[src/rtl/minisrc_control_sequencer.sv]
`default_nettype none
`timescale 1ns/1ps
// ============================================================================
// Module   : minisrc_control_sequencer
// Purpose  : Hardwired fetch/execute control sequencer for the Mini SRC
//            datapath. Drives one-hot bus source enables, register load
//            enables, ALU function and memory strobes per T-step.
// Ports    : clock, reset (sync, active-high), run, ir[31:0], mem_ready
//            -> r_out/r_in[15:0], bus source enables (*_out), load/control
//            strobes (*_in, inc_pc, mdr_rd), read/write, alu_op[4:0],
//            step[2:0], halted, illegal (1-cycle pulse), mem_err (sticky).
// Revision : 1.0 - initial release
// ============================================================================
module minisrc_control_sequencer #(
  parameter int MEM_TIMEOUT = 15
) (
  input  logic        clock,
  input  logic        reset,
  input  logic        run,
  input  logic [31:0] ir,
  input  logic        mem_ready,
  output logic [15:0] r_out,
  output logic [15:0] r_in,
  output logic        pc_out,
  output logic        mdr_out,
  output logic        zhi_out,
  output logic        zlo_out,
  output logic        c_out,
  output logic        hi_out,
  output logic        lo_out,
  output logic        inport_out,
  output logic        pc_in,
  output logic        inc_pc,
  output logic        mar_in,
  output logic        mdr_in,
  output logic        mdr_rd,
  output logic        ir_in,
  output logic        y_in,
  output logic        z_in,
  output logic        hi_in,
  output logic        lo_in,
  output logic        read,
  output logic        write,
  output logic [4:0]  alu_op,
  output logic [2:0]  step,
  output logic        halted,
  output logic        illegal,
  output logic        mem_err
);

  localparam logic [3:0] S_IDLE = 4'd0, S_T0 = 4'd1, S_T1 = 4'd2, S_T2 = 4'd3,
                         S_T3 = 4'd4, S_T4 = 4'd5, S_T5 = 4'd6, S_T6 = 4'd7,
                         S_T7 = 4'd8, S_HALT = 4'd9;

  localparam logic [4:0] OP_LD  = 5'b00000, OP_LDI = 5'b00001, OP_ST  = 5'b00010,
                         OP_ADDI = 5'b01100, OP_ANDI = 5'b01101, OP_ORI = 5'b01110,
                         OP_MUL = 5'b01111, OP_DIV = 5'b10000,
                         OP_NOP = 5'b11010, OP_HALT = 5'b11011;

  localparam logic [4:0] ALU_ADD = 5'b00011, ALU_AND = 5'b00101,
                         ALU_OR  = 5'b00110, ALU_INC4 = 5'b11111;

  localparam int WAIT_W = (MEM_TIMEOUT < 2) ? 1 : $clog2(MEM_TIMEOUT + 1);
  localparam logic [WAIT_W-1:0] WAIT_LAST = WAIT_W'(MEM_TIMEOUT - 1);

  logic [3:0]        state_q, state_d;
  logic [WAIT_W-1:0] wait_q, wait_d;
  logic              mem_err_q, mem_err_d;
  logic              illegal_q, illegal_d;

  // Instruction field decode
  logic [4:0]  w_op;
  logic [15:0] w_ra_oh, w_rb_oh, w_rc_oh;
  logic        w_alu3, w_imm, w_muldiv, w_ldi, w_ld, w_st, w_nop, w_halt, w_known;
  logic        w_mem_state, w_timeout;
  logic [3:0]  w_end_state;
  logic        w_unused_ir;

  assign w_op        = ir[31:27];
  assign w_ra_oh     = 16'd1 << ir[26:23];
  assign w_rb_oh     = 16'd1 << ir[22:19];
  assign w_rc_oh     = 16'd1 << ir[18:15];
  assign w_unused_ir = &{1'b0, ir[14:0]};

  assign w_alu3   = (w_op >= 5'b00011) && (w_op <= 5'b00110);
  assign w_imm    = (w_op == OP_ADDI) || (w_op == OP_ANDI) || (w_op == OP_ORI);
  assign w_muldiv = (w_op == OP_MUL) || (w_op == OP_DIV);
  assign w_ldi    = (w_op == OP_LDI);
  assign w_ld     = (w_op == OP_LD);
  assign w_st     = (w_op == OP_ST);
  assign w_nop    = (w_op == OP_NOP);
  assign w_halt   = (w_op == OP_HALT);
  assign w_known  = w_alu3 | w_imm | w_muldiv | w_ldi | w_ld | w_st | w_nop | w_halt;

  // States that stall on mem_ready and are therefore subject to the timeout
  assign w_mem_state = (state_q == S_T1) || ((state_q == S_T6) && w_ld) ||
                       ((state_q == S_T7) && w_st);
  assign w_timeout   = w_mem_state && !mem_ready && (wait_q == WAIT_LAST);
  assign w_end_state = run ? S_T0 : S_IDLE;

  // State register
  always_ff @(posedge clock) begin
    if (reset) begin
      state_q   <= S_IDLE;
      wait_q    <= '0;
      mem_err_q <= 1'b0;
      illegal_q <= 1'b0;
    end else begin
      state_q   <= state_d;
      wait_q    <= wait_d;
      mem_err_q <= mem_err_d;
      illegal_q <= illegal_d;
    end
  end

  // Next-state logic
  always_comb begin
    state_d   = state_q;
    wait_d    = '0;
    mem_err_d = mem_err_q;
    illegal_d = 1'b0;
    if (w_mem_state && !mem_ready && !w_timeout) begin
      wait_d = wait_q + 1'b1;
    end
    case (state_q)
      S_IDLE: state_d = run ? S_T0 : S_IDLE;
      S_T0:   state_d = S_T1;
      S_T1:   if (mem_ready) state_d = S_T2;
      S_T2: begin
        if (w_halt) begin
          state_d = S_HALT;
        end else if (w_nop || !w_known) begin
          // Unknown opcodes retire like a nop, flagged for one cycle
          state_d   = w_end_state;
          illegal_d = !w_known;
        end else begin
          state_d = S_T3;
        end
      end
      S_T3:   state_d = S_T4;
      S_T4:   state_d = S_T5;
      S_T5:   state_d = (w_alu3 || w_imm || w_ldi) ? w_end_state : S_T6;
      S_T6: begin
        if (w_muldiv)                state_d = w_end_state;
        else if (!w_ld || mem_ready) state_d = S_T7;
      end
      S_T7: begin
        if (!w_st || mem_ready) state_d = w_end_state;
      end
      S_HALT: state_d = S_HALT;
      default: state_d = S_IDLE;
    endcase
    if (w_timeout) begin
      state_d   = S_HALT;
      mem_err_d = 1'b1;
    end
  end

  // Output logic
  always_comb begin
    r_out   = '0;  r_in    = '0;
    pc_out  = 1'b0; mdr_out = 1'b0; zhi_out = 1'b0; zlo_out = 1'b0; c_out = 1'b0;
    pc_in   = 1'b0; inc_pc  = 1'b0; mar_in  = 1'b0; mdr_in  = 1'b0; mdr_rd = 1'b0;
    ir_in   = 1'b0; y_in    = 1'b0; z_in    = 1'b0; hi_in   = 1'b0; lo_in  = 1'b0;
    read    = 1'b0; write   = 1'b0;
    alu_op  = '0;  step    = 3'd0;
    case (state_q)
      S_T0: begin
        pc_out = 1'b1; mar_in = 1'b1; inc_pc = 1'b1; z_in = 1'b1; alu_op = ALU_INC4;
      end
      S_T1: begin
        step = 3'd1; zlo_out = 1'b1; pc_in = 1'b1; read = 1'b1; mdr_rd = 1'b1;
        mdr_in = mem_ready;
      end
      S_T2: begin
        step = 3'd2; mdr_out = 1'b1; ir_in = 1'b1;
      end
      S_T3: begin
        step = 3'd3; y_in = 1'b1;
        r_out = w_muldiv ? w_ra_oh : w_rb_oh;
      end
      S_T4: begin
        step = 3'd4; z_in = 1'b1;
        if (w_alu3) begin
          r_out = w_rc_oh; alu_op = w_op;
        end else if (w_muldiv) begin
          r_out = w_rb_oh; alu_op = w_op;
        end else if (w_imm) begin
          c_out = 1'b1;
          case (w_op)
            OP_ANDI: alu_op = ALU_AND;
            OP_ORI:  alu_op = ALU_OR;
            default: alu_op = ALU_ADD;
          endcase
        end else begin
          c_out = 1'b1; alu_op = ALU_ADD;
        end
      end
      S_T5: begin
        step = 3'd5; zlo_out = 1'b1;
        if (w_muldiv)          lo_in  = 1'b1;
        else if (w_ld || w_st) mar_in = 1'b1;
        else                   r_in   = w_ra_oh;
      end
      S_T6: begin
        step = 3'd6;
        if (w_muldiv) begin
          zhi_out = 1'b1; hi_in = 1'b1;
        end else if (w_ld) begin
          read = 1'b1; mdr_rd = 1'b1; mdr_in = mem_ready;
        end else begin
          // Store data goes bus -> MDR, so mdr_rd stays low
          r_out = w_ra_oh; mdr_in = 1'b1;
        end
      end
      S_T7: begin
        step = 3'd7;
        if (w_ld) begin
          mdr_out = 1'b1; r_in = w_ra_oh;
        end else begin
          write = 1'b1;
        end
      end
      default: ;
    endcase
  end

  assign hi_out     = 1'b0;
  assign lo_out     = 1'b0;
  assign inport_out = 1'b0;
  assign halted     = (state_q == S_HALT);
  assign illegal    = illegal_q;
  assign mem_err    = mem_err_q;

endmodule
`default_nettype wire

[config.mk]
export PLATFORM = sky130hd
export DESIGN_NAME = minisrc_control_sequencer
export DESIGN_NICKNAME = d
export VERILOG_FILES = /design/src/rtl/minisrc_control_sequencer.sv
export SDC_FILE = /design/constraint.sdc
export NUM_CORES = 1
export LEC_CHECK = 0
export BUFFER_PORTS_ARGS = -buffer_cell sky130_fd_sc_hd__buf_4
export CAP_MARGIN = 20
export CORE_MARGIN = 2
export CORE_UTILIZATION = 50
export CTS_CLUSTER_SIZE = 20
export DETAILED_ROUTE_END_ITERATION = 8
export PLACE_DENSITY = 0.87
export SETUP_SLACK_MARGIN = 0.1
export SLEW_MARGIN = 20
export SYNTH_ARGS = -nofsm -noshare
export SYNTH_HDL_FRONTEND = slang
export SYNTH_SLANG_ARGS = --single-unit
[constraint.sdc]
create_clock -name clock -period 4.9 [get_ports clock]
set_input_delay 0.245 -clock clock [delete_from_list [all_inputs] [get_ports clock]]
set_output_delay 0.245 -clock clock [all_outputs]
set_load 0.01 [all_outputs]
==> out/metrics.yaml <==
outcome: "completed"
syn_inst: 291
die_h_um: 64.84
cts_hold_buf: 0
cp_max_fo: 24
critPathRequiredTime_ps: 4660
first_global_vias: 2083
drive_above_1_share_pct: 28.21
grt_pass1_wl_um: 9591
numCtsBuffers: 3
worstPathArrival_ps: 2790
finalSetupViolCount: 0
row_count: 22
yosysTopAreaCell: "dfxtp_1"
p_int_uw: 259.1
critical_path.endpoint_type: "primary output"
syn_area_per_cell_um2: 6.359
cp_slowest_cell: "dfxtp_1"
dp.final_hpwl_um: 4699
synth-async-reset-ratio_pct: 0
worstReg2RegEnd: "state_q[1]$_SDFFE_PP0P_"
gp_congestion: 0.9615
dp_slack_ps: 2121
antenna_found_initial: 0
fin_worst_skew_ps: 2.540
clock_path_buffers: 2
rr_worst_depth: 5
synthesis.area_mm2: 0.001851
p_comb_share_pct: 51.6
numClockSinks: 10
root_buffer: "clkbuf_8"
power_density_mw_per_mm2: 177.9
slew_headroom_pct: 52.66
seq_power_share_pct: 25.4
setup_ws_ps: 1867
finalHoldViolCount: 0
min_path_type: "input pin to flip-flop"
leakage_nw: 1.016
clkLatencyLatePin_ps: 230
cts_setup_buffers: 0
ir_drop_mv: 0.2454
grt_overflow: 0
ys_seq_elements: 10
path_cells: "or4b_1 -> a221oi_2 -> o21bai_2 -> nand3b_1 -> o211ai_1 -> buf_4"
vias_per_cell: 6.203
post_cts_resized: 0
htreeDepth: 1
reg2reg_slack_ps: 2480
p_sw_uw: 176.8
post-route-util_pct: 67.97
port_buffers: 80
synthToLayoutAreaGrowth_pct: 32.45
total_power_uw: 436.0
period_needed_ps: 3033
final_nets: 390
fillerInstances: 348
clockPowerShare_pct: 23.0
grt_use_total_pct: 27.85
route.detailed.drc: 0
die_w_um: 64.84
postLayoutCellArea_mm2: 0.002451
yosysSeqAreaShare_pct: 10.82
final_common_cell: "buf_4"
cts_tree: "done"
finalSetupTns_ps: 0
hp-start: "reset"
synth_edf_count: 0
tightest_slew_ps: 709.1
core_area_mm2: 0.003606
grt_max_degree: 25
switching_share_pct: 40.56
ys.flop_type: "dfxtp_1"
routed_wl_um: 6012
min_to: "state_q[1]$_SDFFE_PP0P_"
max_freq_mhz: 329.7
path_clk_slew_ps: 40
dpl-instance-area_mm2: 0.002396
start_util_pct: 51.32
netlist_top_cells_area: "dfxtp_1 (11%), nand2_1 (7.3%), nor2_1 (6.7%), o221ai_1 (4.7%), nor2b_1 (4.4%)"
synth_top_area_share_pct: 10.82
finalCritPeriodShare_pct: 61.89
r2r_start: "state_q[3]$_SDFFE_PP0P_"
drv_cap: 0
firstDrtPassIters: 4
drt_iter0_drc: 368
via_count: 2475
rsz0062_at_grt: "false"
n_antenna_cell: 0
crit_type: "flip-flop to primary output"
dieArea_mm2: 0.004204
ios: 99
min_path_cells: 2
routedWlPerCell_um: 15.07
drv_slew: 0
crit_path_max_incr_delay_ps: 770
ys_warn_count: 0
synth.distinct_cells: 66
most-common-layout-cells: "buf_4 (82), nand2_1 (36), nor2_1 (33)"
detail-route-antenna-nets: 0
startpoint_type: "flip-flop"
==> how the worst max path moves through the flow <==
stage | start | end | slack [ps] | cells after the start
6_report | state_q[2]$_SDFFE_PP0P_ | r_out[9] | 1870 | 6
3_5_place_dp | ir[29] | r_out[4] | 2120 | 8
5_1_grt | state_q[2]$_SDFFE_PP0P_ | r_out[1] | 1670 | 6
2_1_floorplan | state_q[1]$_SDFFE_PP0P_ | r_out[15] | 2770 | 6
3_3_place_gp | ir[29] | r_out[5] | 2150 | 8
4_1_cts | state_q[2]$_SDFFE_PP0P_ | r_out[9] | 1900 | 6
==> logic make-up after synthesis <==
kind of cell,after synthesis,synth area share (%)
flip-flops,10,10.82
other,1,0.2026
AO/OA/AOI/OAI,76,30.09
buffers and inverters,41,10.07
AND/OR/NAND/NOR,158,45.30
multiplexers,1,1.217
adder cells (fa/ha/maj),2,1.352
XOR/XNOR,2,0.9468
==> power groups by stage <==
stage               Sequential (mW)  Clock, mW  Combinational (mW)
finish                        0.111      0.100               0.225
global route                  0.113      0.107               0.245
CTS                           0.110      0.104               0.224
detailed placement            0.111          0               0.222
global placement              0.111          0               0.219
floorplan                    0.0938          0               0.156
==> critical path: cells and delay by family (launching register included) <==
kind | cells | cell delay [ps]
compound gates | 3 | 830
flops | 1 | 770
simple gates | 2 | 800
buf+inv | 1 | 160
==> sequential cells by signal, summed over array words and instances, names as in the netlist <==
name and flops:
state_q 4, wait_q 4, illegal 1, mem_err 1
==> cell usage after synthesis, types with 4 or more instances <==
cell type and n:
clkbuf_1 18, o21ai_1 5, nand2b_1 12, nor2_1 33, nand2_1 36, nand3_1 13, o211ai_1 8, inv_1 12
dfxtp_1 10, nor2b_1 13, a21oi_1 8, o21ai_0 12, nor3_1 13, nor4_1 6, nand4_1 8, o221ai_1 10
a211oi_1 4, buf_4 6
==> through the flow <==
step,cells,hold WS (ps)
after floorplan,293,403.1
after global routing,399,287.6
after CTS,399,274.8
after detailed placement,395,482.1
after global placement,395,469.2
final,399,281.5
==> area by class of cell <==
class	instances	area (um2)	share of cell area, %
Multi-Input combinational cell	242	1471	60.03
Timing Repair Buffer	82	615.6	25.11
Sequential cell	10	200.2	8.167
Tap cell	48	60.06	2.450
Clock buffer	4	55.05	2.246
Inverter	13	48.80	1.991
==> routing by layer <==
| metal | global-route usage [%] | routed length, um |
|---|---|---|
| met4 | 6.383 | 57 |
| met3 | 2.951 | 623 |
| met1 | 39.58 | 2497 |
| met5 | 0 | 0 |
| met2 | 44.97 | 2833 |
Power figures use the tool's default switching activity.
